### config.mk
export PLATFORM = sky130hd
export DESIGN_NAME = gain_ramp_ctrl
export DESIGN_NICKNAME = d
export VERILOG_FILES = /design/src/rtl/gain_ramp_pkg.sv /design/src/rtl/gain_ramp_ctrl.sv
export SDC_FILE = /design/constraint.sdc
export NUM_CORES = 1
export LEC_CHECK = 0
export ABC_AREA = 1
export CAP_MARGIN = 20
export CORE_UTILIZATION = 65
export DETAILED_ROUTE_END_ITERATION = 8
export PLACE_DENSITY = 0.86
export SYNTH_ARGS = -nofsm -noshare
export SYNTH_HDL_FRONTEND = slang
export SYNTH_SLANG_ARGS = --single-unit
### constraint.sdc
create_clock -name ce_clk -period 6 [get_ports ce_clk]
set_input_delay 1.2 -clock ce_clk [delete_from_list [all_inputs] [get_ports ce_clk]]
set_output_delay 1.2 -clock ce_clk [all_outputs]
set_load 0.01 [all_outputs]
### src/rtl/gain_ramp_pkg.sv
// Shared types and constants for the gain ramp sequencer: FSM states,
// default settings-bus addresses and the Q16.16 fraction width.
package gain_ramp_pkg;

   typedef enum logic [1:0] {
      ST_IDLE     = 2'd0,
      ST_WAIT_EOP = 2'd1,
      ST_RAMP     = 2'd2
   } state_t;

   localparam logic [7:0] SR_TARGET_DEF = 8'd192;
   localparam logic [7:0] SR_RAMP_DEF   = 8'd193;
   localparam int         FRAC_W        = 16;

endpackage

### src/rtl/gain_ramp_ctrl.sv
// Ramps the multiplier gain linearly to a settings-bus target over 2^k accepted beats.
// Latency: target write at t -> start at t+1; gain steps the cycle after each beat.
// Backpressure: gain holds without beats. GAIN_RAMP_SYNC_TLAST_EN defers starts to packet ends.
module gain_ramp_ctrl
   import gain_ramp_pkg::*;
#(
   parameter logic [7:0]  SR_TARGET  = SR_TARGET_DEF,
   parameter logic [7:0]  SR_RAMP    = SR_RAMP_DEF,
   parameter logic [15:0] GAIN_RESET = 16'h0000
) (
   input  logic        ce_clk,
   input  logic        ce_rst,
   input  logic        set_stb,
   input  logic [7:0]  set_addr,
   input  logic [31:0] set_data,
   input  logic        s_tvalid,
   input  logic        s_tready,
   input  logic        s_tlast,
   output logic [15:0] gain,
   output logic        busy,
   output logic        done_stb
);

   state_t             state, state_nxt;
   logic signed [31:0] acc, acc_nxt;
   logic signed [31:0] delta, delta_nxt;
   logic [15:0]        cnt, cnt_nxt;
   logic [15:0]        tgt_act, tgt_act_nxt;
   logic [15:0]        tgt_pend, tgt_pend_nxt;
   logic [3:0]         k, k_nxt;
   logic               pend, pend_nxt;
   logic               busy_nxt, done_nxt;
   logic               beat, wr_target, wr_ramp, start;
   logic signed [32:0] diff, diff_sh;
   logic               unused_bits;

   assign beat      = s_tvalid & s_tready;
   assign wr_target = set_stb && (set_addr == SR_TARGET);
   assign wr_ramp   = set_stb && (set_addr == SR_RAMP);
   assign gain      = acc[31:FRAC_W];

   // 33-bit difference so a full-scale swing cannot overflow before the shift.
   assign diff    = $signed({tgt_pend[15], tgt_pend, 16'h0000}) - $signed({acc[31], acc});
   assign diff_sh = diff >>> k;

`ifdef GAIN_RAMP_SYNC_TLAST_EN
   assign unused_bits = ^set_data[31:16];
`else
   assign unused_bits = ^{set_data[31:16], s_tlast};
`endif

   always_comb begin
      state_nxt    = state;
      acc_nxt      = acc;
      delta_nxt    = delta;
      cnt_nxt      = cnt;
      tgt_act_nxt  = tgt_act;
      tgt_pend_nxt = tgt_pend;
      k_nxt        = k;
      pend_nxt     = pend;
      done_nxt     = 1'b0;
      start        = 1'b0;

      case (state)
         ST_IDLE: begin
            if (pend) begin
`ifdef GAIN_RAMP_SYNC_TLAST_EN
               state_nxt = ST_WAIT_EOP;
`else
               start = 1'b1;
`endif
            end
         end
`ifdef GAIN_RAMP_SYNC_TLAST_EN
         ST_WAIT_EOP: begin
            if (beat && s_tlast) start = 1'b1;
         end
`endif
         ST_RAMP: begin
            if (beat) begin
               acc_nxt = acc + delta;
               cnt_nxt = cnt - 16'd1;
               if (cnt == 16'd1) begin
                  // Snap to the exact target to drop accumulated truncation error.
                  acc_nxt   = {tgt_act, 16'h0000};
                  done_nxt  = 1'b1;
                  state_nxt = ST_IDLE;
               end
            end
         end
         default: state_nxt = ST_IDLE;
      endcase

      if (start) begin
         tgt_act_nxt = tgt_pend;
         pend_nxt    = 1'b0;
         if (k == 4'd0) begin
            acc_nxt   = {tgt_pend, 16'h0000};
            done_nxt  = 1'b1;
            state_nxt = ST_IDLE;
         end else begin
            delta_nxt = diff_sh[31:0];
            cnt_nxt   = 16'd1 << k;
            state_nxt = ST_RAMP;
         end
      end

      // A write coinciding with a start lands after it, so it stays pending.
      if (wr_target) begin
         tgt_pend_nxt = set_data[15:0];
         pend_nxt     = 1'b1;
      end
      if (wr_ramp) k_nxt = set_data[3:0];

      busy_nxt = (state_nxt != ST_IDLE) || pend_nxt;
   end

   always_ff @(posedge ce_clk) begin
      if (ce_rst) begin
         state    <= ST_IDLE;
         acc      <= {GAIN_RESET, 16'h0000};
         delta    <= '0;
         cnt      <= '0;
         tgt_act  <= GAIN_RESET;
         tgt_pend <= GAIN_RESET;
         k        <= '0;
         pend     <= 1'b0;
         busy     <= 1'b0;
         done_stb <= 1'b0;
      end else begin
         state    <= state_nxt;
         acc      <= acc_nxt;
         delta    <= delta_nxt;
         cnt      <= cnt_nxt;
         tgt_act  <= tgt_act_nxt;
         tgt_pend <= tgt_pend_nxt;
         k        <= k_nxt;
         pend     <= pend_nxt;
         busy     <= busy_nxt;
         done_stb <= done_nxt;
      end
   end

endmodule

==> flow_summary.ini, run 1 <==
[outcome]
status = complete, no violations

[flow_run]
drv_cap = 0

[detailed_routing]
viasPerCell = 6.23
wl_microns = 36300
drtAntennaViolNets = 0
route.detailed.drc = 0
drt_pre_antenna_iters = 6
wl_per_cell_microns = 19.5
drt_iter0_markers = 1369
vias = 11600

[synthesis]
yosysWarnings = 0
ys_async_sr_fraction_pct = 0
syn_avg_cell_area_sq_um = 6.11
ys_ff_latch = 121
synth_ff_type = dfxtp_1
syn_area_sq_mm = 0.0101
synthDistinctLibCells = 58
syn_nets = 1752
synth_edf_count = 0
yosysSeqAreaShare_pct = 24.0
synthCells = 1655

[global_routing]
grtUsageMet3_pct = 13.5
grt-ovfl-total = 0
first_global_vias = 10700
top_usage_layer = met2
grtUsageMet2_pct = 72.8
grt_max_degree = 47
antenna_found_initial = 0
grtUsageMet1_pct = 55.5
grt_pass1_wl_microns = 55800
track_usage_pct = 45.2

[setup_path]
arrival_ns = 3.69
path_max_fanout = 24
reg2reg_depth = 16
cp-start-kind = primary input
critPathKind = primary input to register
crit_required_ns = 6.33
setup.worst_path.end_class = register

[placement]
dpl.hpwl_microns = 27000
port_buffers = 46
place_congestion = 0.980
pre_cts_ws_ns = 2.29

[worst_hold_path]
holdPathStages = 2
min-delay-path-class = register to register

[sta]
fin_tns_setup_ns = 0
fin_crit_sh_pct = 56.0
skew_ns = 0.0105
tightestPinTransition_ns = 0.994
drv_slew = 0
holdWs_ns = 0.464
setup_viol = 0
max_slew_margin_pct = 33.5
rsz0062_at_grt = false
hold_violations = 0
fin_crit_ns = 3.36
setup_ws_ns = 2.64
fmax_ghz = 0.298

[die]
start_util_pct = 66.5
die_area_sq_mm = 0.0161
die-height_microns = 127
die_w_microns = 127
placementRows = 45
io_pins = 64
core-area_sq_mm = 0.0152

[clock_tree]
worstSkewPairLatency_ns = 0.43
cts.sinks = 121
htreeDepth = 4
cts.repair.resized = 0
hold_buffers = 0
cts_root_buf = clkbuf_16
numCtsBuffers = 17
cts_setup_buffers = 0
clk_pin_slew_ns = 0.06
cts_buffer_depth = 2
cts_tree = built

[final_layout]
fin_util_pct = 73.2
area_growth_pct = 10.1
fillers = 1355
seqCellArea_sq_mm = 0.00242
nets = 1754
drive_above_1_share_pct = 6.77
multi_input_area_sq_mm = 0.00661

[pwr]
power_density_mw_per_mm2 = 176
power.leakage_nw = 5.27
fin_total_pwr_mw = 1.96
ir_worst_vdd_mv = 0.257
where the power goes:
part | switching [mW] | total (mW) | internal (mW)
registers | 0.000905 | 0.806 | 0.805
clock network | 0.384 | 1.07 | 0.687
logic | 0.0514 | 0.0843 | 0.0329
critical path, stage by stage:
cell	delay, ns
clkdlybuf4s50_1	0.45
nand2_1	0.07
nor2_2	0.10
buf_4	0.29
inv_2	0.31
nor2_2	0.79
a21oi_1	0.17
a221oi_1	0.29
final timing paths:
path               end      start  slack, ns
max            acc[20]   s_tvalid       2.64
min reg2reg  delta[19]  delta[19]       0.46
min          delta[19]  delta[19]       0.46
max reg2reg  delta[29]    acc[26]       2.98
kinds of logic after synthesis:
logic type	count (synthesis)	synth area share (%)
xor gates and xnor gates	31	2.69
AOI/OAI and AO/OA	302	17.1
DFF	121	24.0
adders and majority gates	51	6.39
other	1	0.0371
buffers and inverters	259	10.7
muxes	1	0.0990
and+or+nand+nor	889	39.0
layout by cell type, fill, tap and decap left out, types with 4 or more instances in the layout:
cell,instances
clkbuf_16,17
o21ai_1,14
xor2_1,21
a211oi_1,7
o21ai_0,109
nand2_2,11
a31oi_1,6
clkdlybuf4s50_1,46
nor2_2,19
ha_1,50
or2_2,6
inv_2,8
dfxtp_1,121
o22ai_1,8
a21oi_1,99
nand3_2,7
nor2_4,10
nor4_1,7
xnor2_1,10
inv_1,174
buf_4,9
o211ai_1,6
nor3_1,11
nand2_1,413
a221oi_1,14
nor2_1,181
nand4_1,17
clkinv_1,4
a22oi_1,14
nand3_1,194
Yosys cell counts, types with 4 or more instances:
cell | n | area [sq um]
dfxtp_1 | 121 | 2420
nand3_2 | 7 | 70.1
buf_2 | 30 | 150
nor2_2 | 19 | 119
o21ai_0 | 109 | 546
inv_2 | 8 | 30.0
nand3_1 | 194 | 971
buf_1 | 4 | 15.0
nor3_1 | 11 | 55.1
o22ai_1 | 8 | 50.1
a22oi_1 | 14 | 105
xnor2_1 | 10 | 87.6
o21ai_1 | 14 | 70.1
a211oi_1 | 7 | 52.6
inv_1 | 175 | 657
nand2_2 | 11 | 68.8
nor2_1 | 181 | 679
xor2_1 | 21 | 184
ha_1 | 50 | 626
nor4_1 | 7 | 43.8
nand2_1 | 413 | 1550
nor2_4 | 10 | 113
a31oi_1 | 6 | 37.5
buf_4 | 19 | 143
a221oi_1 | 14 | 123
o211ai_1 | 6 | 45.0
a21oi_1 | 99 | 495
or2_2 | 6 | 37.5
nand4_1 | 17 | 106
clkbuf_1 | 20 | 75.1
final cells by class:
class,count,area share (%)
Multi-Input combinational cell,1275,59.4
Antenna cell,1,0.0225
Sequential cell,121,21.8
Inverter,186,6.27
Timing Repair Buffer,56,4.92
Clock buffer,22,4.26
Tap cell,188,2.11
Clock inverter,10,1.27
registers in the layout, indices dropped and copies added (netlist names):
register  flops
acc          32
busy          1
cnt          16
delta        32
done_stb      1
k             4
pend          1
state         2
tgt_act      16
tgt_pend     16
metal layers:
layer,wire [microns],vias to the layer above
li1,-,5474
met1,14300,5279
met2,16200,680
met3,4240,146
met4,1480,0
met5,0,-
through the flow:
stage,cell area [sq um],instances
2_1_floorplan,10100,1655
3_3_place_gp,10500,1825
3_5_place_dp,10500,1825
4_1_cts,11100,1857
5_1_grt,11100,1858
6_report,11100,1859
No activity file was read; power rests on OpenSTA's default activity.
==> run 2: changes to the inputs <==
Settings changed: CORE_UTILIZATION 65 to 61, PLACE_DENSITY 0.86 to 0.82.
Clock period 6 ns to 3.5 ns, I/O delays scaled along.
==> run 2 against run 1 <==
Against the previous run: utilization decreased by 3.2 points; combinational power increased by 68%; non-clock buffer count increased by 15; sequential share of layout area decreased by 0.21 points; first-iteration DRC count decreased by 7.2%; via count decreased by 2.3%; sequential cell count unchanged; global-route usage decreased by 3.3 points; critical path type is now register to register; critical endpoint is now delta[20]; largest power group unchanged.
==> flow_summary.ini, run 2 (synthesized netlist as in run 1, its figures left out) <==
[outcome]
status = complete, no violations

[setup_path]
crit_required_ns = 3.87
arrival_ns = 3.22
path_max_fanout = 5
setup.worst_path.end_class = register
r2r-start = acc[19]
critPathKind = register to register
crit_start = acc[19]
reg2reg_slack_ns = 0.64
cp-start-kind = register

[detailed_routing]
vias = 11300
drtAntennaViolNets = 0
drt_pre_antenna_iters = 8
wl_microns = 35500
wl_per_cell_microns = 18.7
viasPerCell = 5.95
route.detailed.drc = 0
drt_iter0_markers = 1270

[placement]
place_area_sq_mm = 0.0106
dpl.hpwl_microns = 27600
port_buffers = 46
place_congestion = 1.00

[clock_tree]
cts_setup_buffers = 0
cts_root_buf = clkbuf_16
cts.sinks = 121
cts.repair.resized = 0
clk_pin_slew_ns = 0.06
htreeDepth = 4
cts_buffer_depth = 2
hold_buffers = 0
worstSkewPairLatency_ns = 0.42
cts_tree = built
numCtsBuffers = 17

[final_layout]
fin_util_pct = 70.0
area_growth_pct = 11.1
num_antenna_cells = 0
mostFrequentLayoutCells = nand2_1, nand3_1, nor2_1
fillers = 1490
nets = 1769
mostFrequentLayoutCell = nand2_1
drive_above_1_share_pct = 7.60
top_regs = acc x32, delta x32
fin_area_sq_mm = 0.0112

[sta]
skew_ns = 0.00501
rsz0062_at_grt = false
fin_crit_ns = 2.86
fmax_ghz = 0.350
hold_violations = 0
fin_crit_sh_pct = 81.6
holdWs_ns = 0.467
setup_viol = 0
max_slew_margin_pct = 26.3
drv_slew = 0
fin_tns_setup_ns = 0
tightestPinTransition_ns = 1.10

[die]
placementRows = 46
die-height_microns = 131
start_util_pct = 63.0
die_w_microns = 131
die_area_sq_mm = 0.0171
core-area_sq_mm = 0.0161
io_pins = 64

[worst_hold_path]
min-delay-path-class = register to register
min_from = delta[20]

[global_routing]
grt_max_degree = 58
grt_pass1_wl_microns = 53200
track_usage_pct = 41.9
first_global_vias = 9958
antenna_found_initial = 1
grt-ovfl-total = 0

[pwr]
power.leakage_nw = 5.32
ir_worst_vdd_mv = 0.310
power_density_mw_per_mm2 = 293

[flow_run]
drv_cap = 0
[run 2: changes by cell type in the layout (fill, tap and decap cells not counted), sizes merged]
cell      before  now
buf           10   25
diode          1    0
clkinvlp       2    5
bufinv         3    2
clkinv         8    6
[run 2: worst paths after layout]
| path | cells past startpoint | to |
|---|---|---|
| setup reg to reg | 16 | delta[20] |
| setup / recovery | 16 | delta[20] |
| hold reg to reg | 2 | delta[20] |
| hold / removal | 2 | delta[20] |
[run 2: where the power goes]
| group | switching [mW] | internal, mW | leakage (nW) | total (mW) |
|---|---|---|---|---|
| Clock | 0.663 | 1.10 | 0.275 | 1.77 |
| Sequential | 0.00148 | 1.38 | 0.974 | 1.38 |
| Combinational | 0.0862 | 0.0559 | 4.07 | 0.142 |
[run 2: layout make-up]
cell class / instances / area (sq um) / area share [%]
well taps: 216 / 270 / 2.41
repair buffers: 71 / 648 / 5.77
inverters: 186 / 698 / 6.21
flip-flops and latches: 121 / 2420 / 21.6
clock buffers: 22 / 474 / 4.22
clock inverters: 10 / 116 / 1.04
multi-input cells: 1275 / 6610 / 58.8
[run 2: critical path: stages, from the launching register on]
cell,delay (ns)
dfxtp_1,0.40
inv_1,0.11
ha_1,0.46
nand2_2,0.13
inv_1,0.13
nand2_1,0.07
nor2_1,0.26
nand4_1,0.22
nand3_1,0.15
nand3_1,0.14
nand3_1,0.14
nand3_1,0.07
nand2_1,0.12
nand2_1,0.06
nand2_1,0.09
nand3_1,0.13
nand2_1,0.10
[run 2: through the flow]
stage	power [mW]	cells	setup WS, ns
floorplan	1.49	1655	1.31
global placement	1.55	1869	0.736
detailed placement	1.55	1869	0.729
CTS	3.28	1901	0.695
global route	3.36	1901	0.449
finish	3.29	1901	0.642
[run 2: routing by layer]
| metal | vias to the layer above | part of all wire, % | track usage [%] | wire [microns] |
|---|---|---|---|---|
| met4 | 0 | 2.8 | 14.4 | 997 |
| met3 | 84 | 11 | 10.5 | 3840 |
| li1 | 5513 | - | - | - |
| met1 | 5187 | 43 | 56.3 | 15100 |
| met2 | 534 | 44 | 65.1 | 15500 |
| met5 | - | 0 | 0 | 0 |
==> run 3: changes to the inputs <==
Settings changed: CORE_UTILIZATION 61 to 55, PLACE_DENSITY 0.82 to 0.78.
Clock period 3.5 ns to 2.5 ns, I/O delays scaled along.
==> run 3 against run 2 <==
Against the previous run: sequential share of layout area fell by 1.8 points; sequential cell count did not move; design area rose by 9.0%; combinational power rose by 56%; non-clock buffer count rose by 69; via count rose by 2.8%; power rose by 44%; clock skew rose by 0.0041 ns; routed wire length rose by 4.4%; register-to-register slack got worse by 0.60 ns; final cell count rose by 4.3%; largest power group unchanged; highest routed layer unchanged.
==> flow_summary.ini, run 3 (synthesized netlist as in run 1, its figures left out) <==
[global_routing]
track_usage_pct = 39.4
antenna_found_initial = 0
grt_pass1_wl_microns = 55900
grt_max_degree = 47
grt-ovfl-total = 0
first_global_vias = 10500

[die]
die-height_microns = 138
die_area_sq_mm = 0.0189
io_pins = 64
die_w_microns = 138
start_util_pct = 56.3
core-area_sq_mm = 0.0180
placementRows = 49

[detailed_routing]
viasPerCell = 5.87
wl_microns = 37100
vias = 11600
drt_pre_antenna_iters = 6
wl_per_cell_microns = 18.7
drt_iter0_markers = 1110
route.detailed.drc = 0
drtAntennaViolNets = 0

[clock_tree]
htreeDepth = 4
cts_root_buf = clkbuf_16
numCtsBuffers = 17
cts.sinks = 121
cts_buffer_depth = 2
worstSkewPairLatency_ns = 0.43
hold_buffers = 0
clk_pin_slew_ns = 0.06
cts_tree = built

[pwr]
ir_worst_vdd_mv = 0.505
p_clk_share_pct = 54.7
comb_power_share_pct = 4.6
fin_total_pwr_mw = 4.75
switchingPower_mw = 1.14
power.leakage_nw = 5.77
power_density_mw_per_mm2 = 388
power.share.switching_pct = 24.1
power.internal_mw = 3.60
seq_power_share_pct = 40.7

[setup_path]
crit_required_ns = 2.81
r2r-start = k[0]
reg2reg_depth = 9
arrival_ns = 2.77
reg2reg_slack_ns = 0.04
critPathKind = register to register
path_max_fanout = 26
cp-start-kind = register
setup.worst_path.end_class = register
rr_endpoint = delta[1]

[final_layout]
mostFrequentLayoutCell = nand2_1
fin_util_pct = 68.1
num_antenna_cells = 0
mostFrequentLayoutCells = nand2_1, nand3_1, inv_1
nets = 1838
drive_above_1_share_pct = 15.7
area_growth_pct = 21.1
top_regs = acc x32, delta x32
fillers = 1639

[sta]
skew_ns = 0.00906
max_slew_margin_pct = 44.6
rsz0062_at_grt = true
fmax_ghz = 0.406
fin_crit_ns = 2.46
tightestPinTransition_ns = 0.829
setup_viol = 0
hold_violations = 0
fin_crit_sh_pct = 98.5
drv_slew = 0

[worst_hold_path]
min-delay-path-class = register to register
holdPathStages = 2
holdPathEnd = delta[18]
min_from = delta[18]

[placement]
port_buffers = 46
place_congestion = 1.01
dpl.hpwl_microns = 28700

[outcome]
status = complete, no violations

[flow_run]
drv_cap = 0
## run 3: cell count changes in the layout (fill, tap and decap cells not counted), sizes merged
cell / before / now
buf: 25 / 94
inv: 183 / 189
clkbuf: 22 / 17
clkinvlp: 5 / 2
bufinv: 2 / 3
clkinv: 6 / 7
## run 3: power by group through the flow
stage / combinational, mW / clock (mW) / sequential (mW)
global placement: 0.204 / 0 / 1.97
floorplan: 0.113 / 0 / 1.97
CTS: 0.207 / 2.59 / 1.93
global route: 0.240 / 2.68 / 1.93
detailed placement: 0.206 / 0 / 1.97
finish: 0.221 / 2.60 / 1.93
## run 3: final cells by class
type | instances | area, sq um | area share, %
well taps | 229 | 287 | 2.34
clock inverters | 15 | 185 | 1.51
flip-flops and latches | 121 | 2420 | 19.8
clock buffers | 17 | 425 | 3.48
repair buffers | 140 | 1190 | 9.73
inverters | 186 | 698 | 5.70
multi-input cells | 1275 | 7030 | 57.4
## run 3: per-stage QoR
step                cell area [sq um]  setup TNS (ns)  cells  setup slack [ns]  hold WS [ns]
detailed placement              11200          -0.198   1950            -0.118         0.448
finish                          12200               0   1983            0.0387         0.461
global placement                11200         -0.0934   1950           -0.0759         0.448
CTS                             11800               0   1982            0.0130         0.460
floorplan                       10100               0   1655             0.312         0.430
global route                    12200          -0.159   1983           -0.0415         0.472
## run 3: critical path, cell delays in order (launching register included)
cell and delay (ns):
dfxtp_1 0.50, nor2_1 0.19, inv_2 0.13, nor2_1 0.08
inv_2 0.09, nor2_1 0.08, nor2_4 0.57, inv_1 0.38
a21oi_1 0.23, a21oi_1 0.08
## run 3: how the worst max path moves through the flow
stage | start | to | slack, ns | depth (start not counted)
final | k[0] | delta[1] | 0.04 | 9
after global placement | delta[0] | acc[26] | -0.08 | 15
after CTS | acc[22] | delta[25] | 0.01 | 16
after floorplan | acc[0] | acc[18] | 0.31 | 12
after global routing | acc[25] | delta[25] | -0.04 | 16
after detailed placement | delta[0] | acc[26] | -0.12 | 15
## run 3: repair_timing
| item | CTS | global route |
|---|---|---|
| endpoints found under the setup margin | 8 | 36 |
| gates resized for setup | 5 | 97 |
| buffers inserted | 0 | 1 |
| pin swaps | 0 | 17 |
| gates cloned | 0 | 0 |
## run 3: metal layers
| layer | up-vias | track usage (%) | share of wire [%] | routed length, microns |
|---|---|---|---|---|
| met4 | 0 | 16.2 | 3.1 | 1160 |
| met5 | - | 0 | 0 | 0 |
| li1 | 5654 | - | - | - |
| met3 | 100 | 9.64 | 11 | 3910 |
| met1 | 5290 | 52.9 | 42 | 15600 |
| met2 | 595 | 59.9 | 44 | 16400 |
